`src/rtl/gtx_dword_assembler.sv`:
```
// gtx_dword_assembler
// Pairs 16-bit words from the elastic buffer into 32-bit dwords. Each dword
// is classified as data or as a SATA primitive. ALIGNp is dropped. CONTp
// repetition is resolved into repeats of the last primitive. Code and
// framing errors are flagged. All outputs are registered.
module gtx_dword_assembler #(
  parameter int PRIM_NUM      = 12,
  parameter int CONT_HOLD_MAX = 4095
) (
  input  logic                clk,
  input  logic                rst,
  input  logic                isaligned_in,
  input  logic [15:0]         data_in,
  input  logic [1:0]          charisk_in,
  input  logic [1:0]          notintable_in,
  input  logic [1:0]          disperror_in,
  input  logic                lword_strobe,
  output logic [31:0]         dword_out,
  output logic                dword_valid,
  output logic                is_data,
  output logic [PRIM_NUM-1:0] prim_out,
  output logic                cont_active,
  output logic                err_code,
  output logic                err_frame,
  output logic                err_cont_timeout
);

  localparam logic [31:0] ALIGN_DW = 32'h7B4A4ABC;
  localparam logic [31:0] CONT_DW  = 32'h9999AA7C;
  localparam logic [11:0] HOLD_MAX = 12'(CONT_HOLD_MAX);

  typedef enum logic [0:0] {
    ST_LO = 1'b0,
    ST_HI = 1'b1
  } state_t;

  // One-hot lookup of the primitive table; zero when the dword is not listed.
  function automatic logic [PRIM_NUM-1:0] prim_lookup(input logic [31:0] dw);
    logic [PRIM_NUM-1:0] hit;
    hit = {PRIM_NUM{1'b0}};
    case (dw)
      32'hB5B5957C: hit[0]  = 1'b1;  // SYNC
      32'h5757B57C: hit[1]  = 1'b1;  // X_RDY
      32'h4A4A957C: hit[2]  = 1'b1;  // R_RDY
      32'h3737B57C: hit[3]  = 1'b1;  // SOF
      32'hD5D5B57C: hit[4]  = 1'b1;  // EOF
      32'h5555B57C: hit[5]  = 1'b1;  // R_IP
      32'h3535B57C: hit[6]  = 1'b1;  // R_OK
      32'h5656B57C: hit[7]  = 1'b1;  // R_ERR
      32'hD5D5AA7C: hit[8]  = 1'b1;  // HOLD
      32'h9595AA7C: hit[9]  = 1'b1;  // HOLDA
      32'h5858B57C: hit[10] = 1'b1;  // WTRM
      32'h3636B57C: hit[11] = 1'b1;  // DMAT
      default:      hit     = {PRIM_NUM{1'b0}};
    endcase
    return hit;
  endfunction

  // OR of the per-byte 8b10b error flags of one word.
  function automatic logic word_code_err(input logic [1:0] nit, input logic [1:0] dis);
    return (|nit) | (|dis);
  endfunction

  state_t              state_r, state_s;
  logic [15:0]         lo_word_r, lo_word_s;
  logic [1:0]          lo_k_r, lo_k_s;
  logic                lo_err_r, lo_err_s;
  logic [PRIM_NUM-1:0] last_prim_r, last_prim_s;
  logic [31:0]         last_dword_r, last_dword_s;
  logic                cont_r, cont_s;
  logic [11:0]         junk_cnt_r, junk_cnt_s;
  logic [31:0]         dword_r, dword_s;
  logic                valid_r, valid_s;
  logic                is_data_r, is_data_s;
  logic [PRIM_NUM-1:0] prim_r, prim_s;
  logic                err_code_r, err_code_s;
  logic                err_frame_r, err_frame_s;
  logic                err_to_r, err_to_s;

  logic [31:0]         asm_dword_s;
  logic [3:0]          asm_k_s;
  logic                asm_err_s;
  logic [PRIM_NUM-1:0] asm_hit_s;

  // Candidate dword formed from the latched low word and the incoming word.
  always_comb begin
    asm_dword_s = {data_in, lo_word_r};
    asm_k_s     = {charisk_in, lo_k_r};
    asm_err_s   = lo_err_r | word_code_err(notintable_in, disperror_in);
    asm_hit_s   = prim_lookup(asm_dword_s);
  end

  // Pairing FSM, classification and CONT tracking; pulses default to zero.
  always_comb begin
    state_s      = state_r;
    lo_word_s    = lo_word_r;
    lo_k_s       = lo_k_r;
    lo_err_s     = lo_err_r;
    last_prim_s  = last_prim_r;
    last_dword_s = last_dword_r;
    cont_s       = cont_r;
    junk_cnt_s   = junk_cnt_r;
    dword_s      = 32'h0000_0000;
    valid_s      = 1'b0;
    is_data_s    = 1'b0;
    prim_s       = {PRIM_NUM{1'b0}};
    err_code_s   = 1'b0;
    err_frame_s  = 1'b0;
    err_to_s     = 1'b0;

    if (!isaligned_in) begin
      // Loss of alignment wipes all pairing and CONT context.
      state_s     = ST_LO;
      lo_word_s   = 16'h0000;
      lo_k_s      = 2'b00;
      lo_err_s    = 1'b0;
      last_prim_s = {PRIM_NUM{1'b0}};
      cont_s      = 1'b0;
      junk_cnt_s  = 12'd0;
    end else begin
      case (state_r)
        ST_LO: begin
          if (lword_strobe) begin
            // Orphan high word: dropped, flagged without a dword slot.
            err_frame_s = 1'b1;
          end else begin
            lo_word_s = data_in;
            lo_k_s    = charisk_in;
            lo_err_s  = word_code_err(notintable_in, disperror_in);
            state_s   = ST_HI;
          end
        end
        ST_HI: begin
          if (!lword_strobe) begin
            // Repeated low word: keep the newest one and flag it.
            lo_word_s   = data_in;
            lo_k_s      = charisk_in;
            lo_err_s    = word_code_err(notintable_in, disperror_in);
            err_frame_s = 1'b1;
          end else begin
            state_s = ST_LO;
            if (asm_err_s || ((asm_k_s != 4'b0000) && (asm_k_s != 4'b0001))) begin
              // Coding errors or illegal K layout: never matched as a primitive.
              valid_s     = 1'b1;
              dword_s     = asm_dword_s;
              err_code_s  = asm_err_s;
              err_frame_s = 1'b1;
            end else if (asm_k_s == 4'b0000) begin
              valid_s = 1'b1;
              if (cont_r) begin
                // Junk after CONTp is replaced by the repeated primitive.
                dword_s = last_dword_r;
                prim_s  = last_prim_r;
                if (junk_cnt_r == HOLD_MAX) begin
                  err_to_s   = 1'b1;
                  cont_s     = 1'b0;
                  junk_cnt_s = 12'd0;
                end else if (junk_cnt_r != 12'hFFF) begin
                  junk_cnt_s = junk_cnt_r + 12'd1;
                end else begin
                  junk_cnt_s = junk_cnt_r;
                end
              end else begin
                dword_s   = asm_dword_s;
                is_data_s = 1'b1;
              end
            end else if (asm_dword_s == ALIGN_DW) begin
              // ALIGNp is silently consumed.
              valid_s = 1'b0;
            end else if (asm_dword_s == CONT_DW) begin
              valid_s = 1'b1;
              if (last_prim_r != {PRIM_NUM{1'b0}}) begin
                cont_s  = 1'b1;
                dword_s = last_dword_r;
                prim_s  = last_prim_r;
              end else begin
                // CONTp with nothing to repeat.
                dword_s     = asm_dword_s;
                err_frame_s = 1'b1;
              end
            end else if (asm_hit_s != {PRIM_NUM{1'b0}}) begin
              valid_s      = 1'b1;
              dword_s      = asm_dword_s;
              prim_s       = asm_hit_s;
              last_prim_s  = asm_hit_s;
              last_dword_s = asm_dword_s;
              cont_s       = 1'b0;
              junk_cnt_s   = 12'd0;
            end else begin
              // K-dword that is not in the primitive table.
              valid_s     = 1'b1;
              dword_s     = asm_dword_s;
              err_frame_s = 1'b1;
            end
          end
        end
        default: begin
          state_s = ST_LO;
        end
      endcase
    end
  end

  // State and output registers with asynchronous active-low reset.
  always_ff @(posedge clk or negedge rst) begin
    if (!rst) begin
      state_r      <= ST_LO;
      lo_word_r    <= 16'h0000;
      lo_k_r       <= 2'b00;
      lo_err_r     <= 1'b0;
      last_prim_r  <= {PRIM_NUM{1'b0}};
      last_dword_r <= 32'h0000_0000;
      cont_r       <= 1'b0;
      junk_cnt_r   <= 12'd0;
      dword_r      <= 32'h0000_0000;
      valid_r      <= 1'b0;
      is_data_r    <= 1'b0;
      prim_r       <= {PRIM_NUM{1'b0}};
      err_code_r   <= 1'b0;
      err_frame_r  <= 1'b0;
      err_to_r     <= 1'b0;
    end else begin
      state_r      <= state_s;
      lo_word_r    <= lo_word_s;
      lo_k_r       <= lo_k_s;
      lo_err_r     <= lo_err_s;
      last_prim_r  <= last_prim_s;
      last_dword_r <= last_dword_s;
      cont_r       <= cont_s;
      junk_cnt_r   <= junk_cnt_s;
      dword_r      <= dword_s;
      valid_r      <= valid_s;
      is_data_r    <= is_data_s;
      prim_r       <= prim_s;
      err_code_r   <= err_code_s;
      err_frame_r  <= err_frame_s;
      err_to_r     <= err_to_s;
    end
  end

  assign dword_out        = dword_r;
  assign dword_valid      = valid_r;
  assign is_data          = is_data_r;
  assign prim_out         = prim_r;
  assign cont_active      = cont_r;
  assign err_code         = err_code_r;
  assign err_frame        = err_frame_r;
  assign err_cont_timeout = err_to_r;

endmodule

```
`config.mk`:
```
export PLATFORM = sky130hd
export DESIGN_NAME = gtx_dword_assembler
export DESIGN_NICKNAME = d
export VERILOG_FILES = /design/src/rtl/gtx_dword_assembler.sv
export SDC_FILE = /design/constraint.sdc
export NUM_CORES = 1
export LEC_CHECK = 0
export CORE_MARGIN = 2
export CORE_UTILIZATION = 25
export CTS_CLUSTER_SIZE = 16
export DETAILED_ROUTE_END_ITERATION = 6
export PLACE_DENSITY = 0.43
export RECOVER_POWER = 50
export SYNTH_ARGS = -nofsm -noshare
export SYNTH_HDL_FRONTEND = slang
export SYNTH_SLANG_ARGS = --single-unit
```
`constraint.sdc`:
```
create_clock -name clk -period 2.5 [get_ports clk]
set_input_delay 0.5 -clock clk [delete_from_list [all_inputs] [get_ports clk]]
set_output_delay 0.5 -clock clk [all_outputs]
set_load 0.05 [all_outputs]
```
# --- Yosys cells after proc, flatten, opt, wreduce, memory -nomap -nowiden ---
# Cells that the tools add are included.
word_totals:
  ff_bits: 126
  out_inout_bits: 50
  word_cells: 169
op_classes:
  n_addsub: 1
  n_eq_ne: 32
  n_mux: 102
  n_bitwise: 7
  n_reduce_logical: 12
op_table:
  columns: ["op", "count"]
  rows:
  - ["2-to-1 mux 12 bit", 29]
  - ["2-to-1 mux 32 bit", 9]
  - ["equality test 32 x 31 -> 1 bit (second input constant)", 6]
  - ["equality test 32 bit (second input constant)", 5]
  - ["equality test 32 x 30 -> 1 bit (second input constant)", 3]
  - ["2-to-1 mux 1 bit", 59]
  - ["2-to-1 mux 16 bit", 2]
  - ["nonzero test 12 bit", 2]
  - ["AND reduction 8 bit", 2]
  - ["adder 12 x 1 -> 12 bit (second input constant)", 1]
  - ["equality test 12 bit (second input constant)", 1]
  - ["inequality test 12 bit (second input constant)", 1]
  - ["inequality test 2 bit (second input constant)", 5]
  - ["inequality test 3 bit (second input constant)", 3]
  - ["inequality test 4 x 1 -> 1 bit (second input constant)", 2]
  - ["AND reduction 7 bit", 1]
  - ["inequality test 2 x 1 -> 1 bit (second input constant)", 3]
  - ["AND reduction 6 bit", 1]
  - ["inverter 1 bit", 5]
  - ["zero test 4 bit", 1]
  - ["2-to-1 mux 2 bit", 2]
  - ["inequality test 4 x 2 -> 1 bit (second input constant)", 1]
  - ["inequality test 4 x 3 -> 1 bit (second input constant)", 1]
  - ["nonzero test 4 bit", 1]
  - ["other kinds (6)", 8]

# --- Logic depth before layout (Yosys ltp) ---
# Gate-level depths: netlist (run 1).
logic_depth:
  depth_word: 11
  mapped_depth: 11
  mapped_depth_nobuf: 9

# --- Least setup slack after synthesis (run 1) ---
# No wires, ideal clock.
synth_path:
  path_kind: "input to register"
  start: "input notintable_in[1]"
  end: "register junk_cnt_r[8]"
  setup_time_ns: 0.077
  arrival_time_ns: 2.285
  path_slack_ns: 0.138
  path_stages: 7
  n_path_buf: 0
  path_cell_list: "or4_1 > nor3b_1 > nand3_1 > nor2_1 > a31oi_2 > or3_1 > a21oi_1"
synth_between:
  elab_chain_cells: 6
synth_rtl:
  columns: ["element", "line_no", "source"]
  rows:
  - ["from (decl)", "15", "input logic [1:0] notintable_in,"]
  - ["OR reduction 2 bit", "61", "return (|nit) | (|dis);"]
  - ["OR 1 bit", "61", null]
  - ["OR 1 bit", "89", "asm_err_s = lo_err_r | word_code_err(notintable_in, disperror_in);"]
  - ["logical OR 1 bit", "142", "if (asm_err_s || ((asm_k_s != 4'b0000) && (asm_k_s != 4'b0001))) begin"]
  - ["inequality test 2 bit (no source line)", null, null]
  - ["AND reduction 8 bit (no source line)", null, null]
  - ["to (signal assigned)", "230", "junk_cnt_r <= junk_cnt_s;"]
  - ["to (decl)", "71", "logic [11:0] junk_cnt_r, junk_cnt_s;"]
# No other way between the ends.
# A chain may end at the register's enable or synchronous reset.

# --- Final worst setup path (run 1) ---
layout_path:
  start: "register lo_word_r[10]"
  end: "register dword_r[4] (netlist: dword_out[4])"
layout_between:
  elab_chain_cells: 8
layout_rtl:
  columns: ["element", "line_no", "source"]
  rows:
  - ["from (decl)", "65", "logic [15:0] lo_word_r, lo_word_s;"]
  - ["from (signal assigned)", "224", "lo_word_r <= lo_word_s;"]
  - ["equality test 32 bit", "170", "end else if (asm_dword_s == CONT_DW) begin"]
  - ["2-to-1 mux 32 bit", "170", null]
  - ["2-to-1 mux 32 bit *", "167", "end else if (asm_dword_s == ALIGN_DW) begin"]
  - ["2-to-1 mux 32 bit *", "148", "end else if (asm_k_s == 4'b0000) begin"]
  - ["2-to-1 mux 32 bit *", "142", null]
  - ["2-to-1 mux 32 bit *", "134", "if (!lword_strobe) begin"]
  - ["2-to-1 mux 32 bit *", "121", "case (state_r)"]
  - ["2-to-1 mux 32 bit *", "111", "if (!isaligned_in) begin"]
  - ["via dword_s[4]", "72", "logic [31:0] dword_r, dword_s;"]
  - ["to (signal assigned)", "231", "dword_r <= dword_s;"]
  - ["to (decl)", "72", null]
# The timed path passes the listed nets; every way through them passes the cells marked *.

==> impl_metrics.ini, run 1 <==
[cts]
clk-insertion-delay-late_ps = 420
htreeDepth = 4
cts_tree = done
clkTransAtPathRegs_ps = 60
numCtsBuffers = 17
clock_path_buffers = 2
cts-root-buf = clkbuf_16
clock_sinks = 126

[hold_path]
hold_start = last_dword_r[5]$_DFFE_PN0P_
hold_path_end = last_dword_r[5]$_DFFE_PN0P_
min_path_cells = 1
hold_class = reg -> reg

[global_routing]
gr-total-overflow = 0
track_usage = 0.152
grt_pass1_vias = 4808
grt_start_max_net_pins = 81
antenna_found_initial = 0
grt_pass1_wl_um = 27400

[synthesis]
syn_inst = 518
yosysWarnings = 0
synthArstFlopShare = 1.00
synth_common_cells = 126 x dfrtp_1, 101 x nand2_1, 36 x a22o_1, 24 x nor2b_1
synthAdderAreaFrac = 0.00227
synth.largest_area_cell = dfrtp_1
synth-edff-count = 0
syn_area_sq_um = 5510
synth_top_area_share = 0.573
avgSynthCellArea_sq_um = 10.6
synthXorXnorAreaFrac = 0.00159
synth_cell_types = 50
synth_top_family_by_area = simple AND/OR/NAND/NOR gates
synthTopCellsByArea = dfrtp_1 57%, nand2_1 6.9%, a22o_1 5.7%, mux2i_1 4.0%, nor2b_1 2.7%
synth_compound_area_frac = 0.124
yosysSeqAreaShare = 0.573
synthMuxAreaShare = 0.0400
synthSimpleGateAreaFrac = 0.235
synth_nets = 545
synth_seq_cells = 126
ys.flop_type = dfrtp_1
synth.most_common_cell = dfrtp_1

[flow_run]
maxCapViolations = 0

[timing]
rsz0062_at_grt = yes
timing.final.crit_share = 0.995
hold_viol = 0
tightest_slew_ps = 1060
hold_slack_ps = 467
final_max_slew_viol_count = 0
setup_viol = 0
maxSlewHeadroom = 0.290
timing.fmax_ghz = 0.402
period_needed_ps = 2490
worst_clock_skew_ps = 11.3

[finish]
final_nets = 744
area_growth_pct = 53.0
finish.instance_area_sq_um = 8420
n_antenna_cell = 0
drive_gt1_frac = 0.289
fill_cells = 2166
post-route-util = 0.388
layoutNonFillerInstCount = 1010

[place]
post-place-cells = 961
dp_hpwl_um = 12000
place_congestion = 0.868
portBuffers = 75
dpl_cell_area_sq_um = 7380

[critical_path]
reg2reg_from = lo_word_r[10]$_DFFE_PN0P_
endpoint_kind = flip-flop
worstPathArrival_ps = 2830
crit_fanout = 5
critPathKind = reg -> reg
cp.required_ps = 2840
cp-start-kind = flip-flop
worstReg2RegEnd = dword_out[4]$_DFF_PN0_
regToRegSetupSlack_ps = 10
ff2ff_path_depth = 9

[die]
start_util = 0.254
ios = 76
die_h_um = 152
core_sq_um = 21700
fp-row-count = 54
die_x_um = 152
fp.dieArea_sq_um = 23200

[routing]
wl_met3_um = 613
drt-total-wl_um = 17800
wl_per_cell_um = 17.6
highest_layer = met4
wl_met1_um = 8230
vias = 4737
drc = 0
drt-initial-drc-count = 243
firstDrtPassIters = 5
dr_wl_met2_um = 8680
vias_per_cell = 4.69
postRouteAntennaNets = 0

[power]
power_leakage_nw = 4.07
p_per_area_nw_per_um2 = 574
ir_drop_mv = 0.390

[outcome]
status = complete, no violations
==> where the power goes <==
part | total [mW] | internal [mW] | switching [mW]
Sequential | 2.08 | 2.07 | 0.0161
Clock | 2.39 | 1.32 | 1.07
Combinational | 0.372 | 0.163 | 0.210
Total | 4.84 | 3.54 | 1.29
==> cell type report <==
class / count / area [sq um] / share of cell area
repair buffers: 203 / 1880 / 0.224
inverters: 6 / 22.5 / 0.00267
clock inverters: 15 / 140 / 0.0166
clock buffers: 17 / 425 / 0.0505
well taps: 280 / 350 / 0.0416
flip-flops and latches: 126 / 3150 / 0.374
multi-input cells: 363 / 2450 / 0.291
==> placed cells by master (no fill, tap or decap), types with 4 or more instances in the layout <==
master           count
nor3_1              13
and4bb_2             7
nor2_1              18
nand3_1             11
nor4_1               6
buf_4              104
nand2b_1             8
a21oi_1             11
nand2_2              4
nand4_1              6
inv_1                6
nand2_1             92
and2_1               7
nor2b_1             24
a31oi_1              9
nand2_4              5
clkbuf_16           20
inv_6                7
o21ai_0             14
dlygate4sd2_1       15
a22o_1              36
or3_1                6
and3_1               6
buf_6                9
dfrtp_1            126
mux2i_1             22
clkdlybuf4s50_1     57
==> worst max-delay path by stage <==
stage                                    startpoint                        end  slack (ps)  cells past startpoint
after floorplan                    notintable_in[1]  junk_cnt_r[8]$_DFFE_PN0P_         140                      7
after global placement                  data_in[12]    dword_out[24]$_DFF_PN0_        -720                     11
after detailed placement                data_in[15]  junk_cnt_r[8]$_DFFE_PN0P_        -700                     10
after CTS                 lo_word_r[14]$_DFFE_PN0P_     dword_out[6]$_DFF_PN0_           2                     10
after global routing      lo_word_r[10]$_DFFE_PN0P_     dword_out[3]$_DFF_PN0_         -60                      9
final                     lo_word_r[10]$_DFFE_PN0P_     dword_out[4]$_DFF_PN0_          10                      9
==> what timing repair did <==
action / in CTS / in global routing
setup buffers: 6 / 2
resized for setup: 40 / 42
pin swaps: 12 / 33
cloned: 4 / 4
endpoints found under the hold margin: 17 / 0
hold buffers: 1 / 0
endpoints found under the setup margin: 89 / 79
==> logic make-up after synthesis <==
| family | after synthesis |
|---|---|
| muxes | 22 |
| and+or+nand+nor | 247 |
| buffers and inverters | 29 |
| AOI/OAI and AO/OA | 92 |
| adders and majority gates | 1 |
| xor gates and xnor gates | 1 |
| DFF | 126 |
==> per-layer routing <==
layer | GRT usage | vias up
met4 | 0.0428 | 0
li1 | - | 2267
met2 | 0.255 | 95
met3 | 0.0313 | 16
met5 | 0 | -
met1 | 0.199 | 2359
==> state kept, by name, indices dropped and copies added (netlist names) <==
register,count
dword_out,32
lo_k_r,2
is_data,1
dword_valid,1
last_dword_r,32
last_prim_r,12
cont_active,1
lo_word_r,16
prim_out,12
junk_cnt_r,12
state_r,1
err_code,1
err_frame,1
err_cont_timeout,1
lo_err_r,1
==> critical path: stages (launching register included) <==
cell and delay [ps]:
dfrtp_1 390, nor3b_2 180, nand3b_1 210, or4_4 600
nor2_4 140, nand3_2 110, a211oi_4 260, buf_6 190
buf_12 140, a22o_1 160
==> through the flow <==
stage               worst slack [ps]  setup TNS [ps]  power (mW)
global placement                -720          -60520        2.49
floorplan                        138               0        2.25
CTS                             1.77               0        4.91
finish                          12.1               0        4.84
global route                   -63.4           -1380        5.03
detailed placement              -697          -58470        2.49
No activity file was read; power rests on OpenSTA's default activity.
==> run 2: changes to the inputs <==
--- a/config.mk
+++ b/config.mk
@@ -5,12 +5,12 @@
 export SDC_FILE = /design/constraint.sdc
 export NUM_CORES = 1
 export LEC_CHECK = 0
-export CORE_MARGIN = 2
 export CORE_UTILIZATION = 25
 export CTS_CLUSTER_SIZE = 16
 export DETAILED_ROUTE_END_ITERATION = 6
 export PLACE_DENSITY = 0.43
 export RECOVER_POWER = 50
+export SLEW_MARGIN = 20
 export SYNTH_ARGS = -nofsm -noshare
 export SYNTH_HDL_FRONTEND = slang
 export SYNTH_SLANG_ARGS = --single-unit
==> impl_metrics.ini, run 2 (synthesis gave the netlist of run 1 again) <==
[critical_path]
cp.required_ps = 2850
cp-endpoint = junk_cnt_r[6]$_DFFE_PN0P_
critPathKind = reg -> reg
crit_start = lo_word_r[0]$_DFFE_PN0P_
regToRegSetupSlack_ps = 40
endpoint_kind = flip-flop
reg2reg_from = lo_word_r[0]$_DFFE_PN0P_
ff2ff_path_depth = 11
worstReg2RegEnd = junk_cnt_r[6]$_DFFE_PN0P_
cp-start-kind = flip-flop
crit_fanout = 6
worstPathArrival_ps = 2800

[global_routing]
grt_pass1_wl_um = 26300
track_usage = 0.157
antenna_found_initial = 0
gr-total-overflow = 0
grt_pass1_vias = 4768
grt_start_max_net_pins = 67

[timing]
hold_viol = 0
maxSlewHeadroom = 0.153
tightest_slew_ps = 1270
timing.final.ws_setup_ps = 42.2
period_needed_ps = 2460
timing.fmax_ghz = 0.407
rsz0062_at_grt = yes
final_max_slew_viol_count = 0
hold_slack_ps = 453
timing.final.crit_share = 0.983
worst_clock_skew_ps = 9.03
setup_viol = 0

[routing]
drt-total-wl_um = 16700
wl_per_cell_um = 16.7
vias_per_cell = 4.66
vias = 4659
firstDrtPassIters = 4
drt-initial-drc-count = 286
drc = 0
postRouteAntennaNets = 0

[finish]
final_nets = 739
n_antenna_cell = 0
area_growth_pct = 50.8
mostFrequentLayoutCells = 126 x dfrtp_1, 109 x buf_4, 97 x nand2_1
drive_gt1_frac = 0.287
post-route-util = 0.390
fill_cells = 2041
register_area_sq_um = 3150
multi_input_area_sq_um = 2450
final_common_cell = dfrtp_1

[cts]
cts_tree = done
clkTransAtPathRegs_ps = 60
clock_path_buffers = 2
numCtsBuffers = 17
cts-root-buf = clkbuf_16
htreeDepth = 4
clk-insertion-delay-late_ps = 420
clock_sinks = 126

[die]
ios = 76
fp.dieArea_sq_um = 22600
fp-row-count = 53
die_h_um = 150
core_sq_um = 21300
start_util = 0.259
die_x_um = 150

[hold_path]
hold_class = in -> async

[power]
p_per_area_nw_per_um2 = 604
ir_drop_mv = 0.445
total_power_mw = 5.02
power_leakage_nw = 3.96

[place]
place_congestion = 0.833
portBuffers = 75
dp_hpwl_um = 11800
place_worst_setup_slack_ps = -825

[flow_run]
maxCapViolations = 0

[outcome]
status = complete, no violations
[run 2: cell types whose count changed in the layout (fill, tap and decap cells not counted), moves of 4 or more]
cell and change:
nand2_1 +5, buf_4 +5, dlygate4sd2_1 -4, nand2_4 -4, nor2_2 +5
[run 2: how the worst min path moves through the flow]
stage,from,to,slack [ps],depth (start not counted)
2_1_floorplan,rst,cont_active$_DFFE_PN0P_,200,0
3_3_place_gp,rst,dword_out[2]$_DFF_PN0_,320,1
3_5_place_dp,rst,last_dword_r[0]$_DFFE_PN0P_,320,1
4_1_cts,rst,dword_out[2]$_DFF_PN0_,420,2
5_1_grt,last_dword_r[3]$_DFFE_PN0P_,last_dword_r[3]$_DFFE_PN0P_,480,1
6_report,rst,dword_out[2]$_DFF_PN0_,450,2
[run 2: stage by stage]
| step | instances | area, sq um | setup TNS [ps] |
|---|---|---|---|
| after detailed placement | 946 | 7330 | -63530 |
| after global routing | 1000 | 8300 | -472 |
| after CTS | 989 | 8100 | 0 |
| after floorplan | 518 | 5510 | 0 |
| final | 1000 | 8300 | 0 |
| after global placement | 946 | 7330 | -62340 |
[run 2: what timing repair did]
item / CTS / global route
hold buffers: 1 / 0
resized for setup: 35 / 41
setup buffers: 10 / 11
pin swaps: 11 / 16
endpoints found under the hold margin: 4 / 0
endpoints found under the setup margin: 94 / 101
[run 2: final cells by class]
cell class | instances | area share
tap | 275 | 0.0414
inverter | 6 | 0.00271
timing repair buffer | 198 | 0.207
multi-input combinational | 363 | 0.295
clock buffer | 18 | 0.0517
clock inverter | 14 | 0.0219
sequential | 126 | 0.380
[run 2: critical path, cell delays in order (launching register included)]
cell and delay [ps]:
dfrtp_1 380, and4bb_2 350, buf_6 130, nand4_4 140, buf_6 170, nor3_4 180
a32oi_2 80, o311ai_2 90, buf_4 180, a31oi_4 120, or3_1 410, a21oi_2 140
[run 2: where the power goes]
part	switching, mW	internal (mW)
clock network	0.982	1.59
registers	0.0165	2.07
logic	0.211	0.154
[run 2: metal layers]
layer | part of all wire | up-vias | GRT usage
met5 | 0 | - | 0
li1 | - | 2250 | -
met3 | 0.043 | 11 | 0.0370
met4 | 0.012 | 0 | 0.0510
met2 | 0.45 | 97 | 0.237
met1 | 0.49 | 2301 | 0.221
==> run 3: changes to the inputs <==
--- a/config.mk
+++ b/config.mk
@@ -5,10 +5,12 @@
 export SDC_FILE = /design/constraint.sdc
 export NUM_CORES = 1
 export LEC_CHECK = 0
+export CELL_PAD_IN_SITES_DETAIL_PLACEMENT = 0
+export CELL_PAD_IN_SITES_GLOBAL_PLACEMENT = 1
 export CORE_UTILIZATION = 25
 export CTS_CLUSTER_SIZE = 16
 export DETAILED_ROUTE_END_ITERATION = 6
-export PLACE_DENSITY = 0.43
+export PLACE_DENSITY = 0.51
 export RECOVER_POWER = 50
 export SLEW_MARGIN = 20
 export SYNTH_ARGS = -nofsm -noshare
==> impl_metrics.ini, run 3 (synthesis gave the netlist of run 1 again) <==
[finish]
final_common_cell = dfrtp_1
multi_input_area_sq_um = 2530
drive_gt1_frac = 0.313
fill_cells = 2019
layoutNonFillerInstCount = 1012
area_growth_pct = 55.8
register_area_sq_um = 3150
final_nets = 752
mostFrequentLayoutCells = 126 x dfrtp_1, 115 x buf_4, 90 x nand2_1
n_antenna_cell = 0

[power]
p_per_area_nw_per_um2 = 583
power_leakage_nw = 4.13
total_power_mw = 5.00
ir_drop_mv = 0.439

[cts]
cts-root-buf = clkbuf_16
clock_path_buffers = 2
numCtsBuffers = 17
htreeDepth = 4
clkTransAtPathRegs_ps = 60
clock_sinks = 126
cts_hold_buf = 0
clk-insertion-delay-late_ps = 420
cts_tree = done

[global_routing]
grt_start_max_net_pins = 49
track_usage = 0.168
gr-total-overflow = 0
antenna_found_initial = 0
grt_pass1_wl_um = 28300
grt_pass1_vias = 5039

[timing]
timing.final.crit_share = 0.983
final_max_slew_viol_count = 0
tightest_slew_ps = 1250
period_needed_ps = 2460
hold_viol = 0
timing.final.ws_setup_ps = 41.4
worst_clock_skew_ps = 12.6
timing.fmax_ghz = 0.407
finalSetupTns_ps = 0
hold_slack_ps = 237
setup_viol = 0
maxSlewHeadroom = 0.170
rsz0062_at_grt = yes

[routing]
wl_per_cell_um = 17.8
drt-total-wl_um = 18000
vias_per_cell = 4.81
drt-initial-drc-count = 197
postRouteAntennaNets = 0
vias = 4865
firstDrtPassIters = 5
drc = 0

[critical_path]
worstPathArrival_ps = 2760
endpoint_kind = flip-flop
crit_start = lo_word_r[14]$_DFFE_PN0P_
regToRegSetupSlack_ps = 40
worstReg2RegEnd = last_dword_r[0]$_DFFE_PN0P_
reg2reg_from = lo_word_r[14]$_DFFE_PN0P_
critPathKind = reg -> reg
ff2ff_path_depth = 10
cp.required_ps = 2800
cp-start-kind = flip-flop
crit_fanout = 17

[hold_path]
hold_class = in -> async

[place]
portBuffers = 75
dp_hpwl_um = 11900
place_congestion = 0.891
post-place-cells = 953
place_worst_setup_slack_ps = -800

[die]
fp.dieArea_sq_um = 22600
start_util = 0.259
die_h_um = 150
die_x_um = 150
fp-row-count = 53
core_sq_um = 21300
ios = 76

[outcome]
status = complete, no violations

[flow_run]
maxCapViolations = 0
[run 3: per-stage QoR]
step / utilization / area, sq um
floorplan: - / 5510
global placement: 0.347 / 7380
detailed placement: 0.347 / 7380
CTS: 0.393 / 8370
global route: 0.403 / 8580
finish: 0.403 / 8580
[run 3: how the worst max path moves through the flow]
stage,endpoint,slack (ps),cells after the start
3_3_place_gp,junk_cnt_r[1]$_DFFE_PN0P_,-820,10
4_1_cts,junk_cnt_r[8]$_DFFE_PN0P_,0.9,9
6_report,last_dword_r[0]$_DFFE_PN0P_,40,10
2_1_floorplan,junk_cnt_r[8]$_DFFE_PN0P_,140,7
5_1_grt,dword_out[13]$_DFF_PN0_,-60,9
3_5_place_dp,junk_cnt_r[9]$_DFFE_PN0P_,-800,10
[run 3: report_power, final]
group	switching [mW]	internal, mW
logic	0.213	0.157
clock network	0.952	1.59
registers	0.0190	2.07
total	1.18	3.82
[run 3: critical path, cell delays in order (launching register included)]
cell,delay [ps]
dfrtp_1,420
and4bb_2,360
nand3_1,120
buf_4,180
nor4_4,290
and3_1,220
nand3b_1,180
buf_4,160
nand2_4,90
buf_12,170
and2_1,160
[run 3: what timing repair did]
| action | in CTS | in global routing |
|---|---|---|
| endpoints found under the hold margin | 0 | 0 |
| cloned | 4 | 3 |
| resized for setup | 56 | 42 |
| setup buffers | 16 | 6 |
| endpoints found under the setup margin | 103 | 93 |
| pin swaps | 21 | 20 |
[run 3: layout make-up]
class	count	share of cell area
clock buffer	18	0.0512
sequential	126	0.368
timing repair buffer	211	0.224
clock inverter	13	0.0191
tap	275	0.0401
multi-input combinational	363	0.295
inverter	6	0.00263
[run 3: layer usage]
layer  part of all wire  track usage  up-vias  routed length, um
met5                  0            0        -                  0
met4              0.015       0.0586        0                278
met3              0.039       0.0415       19                708
li1                   -            -     2278                  -
met2               0.47        0.259      113               8490
met1               0.47        0.228     2455               8550
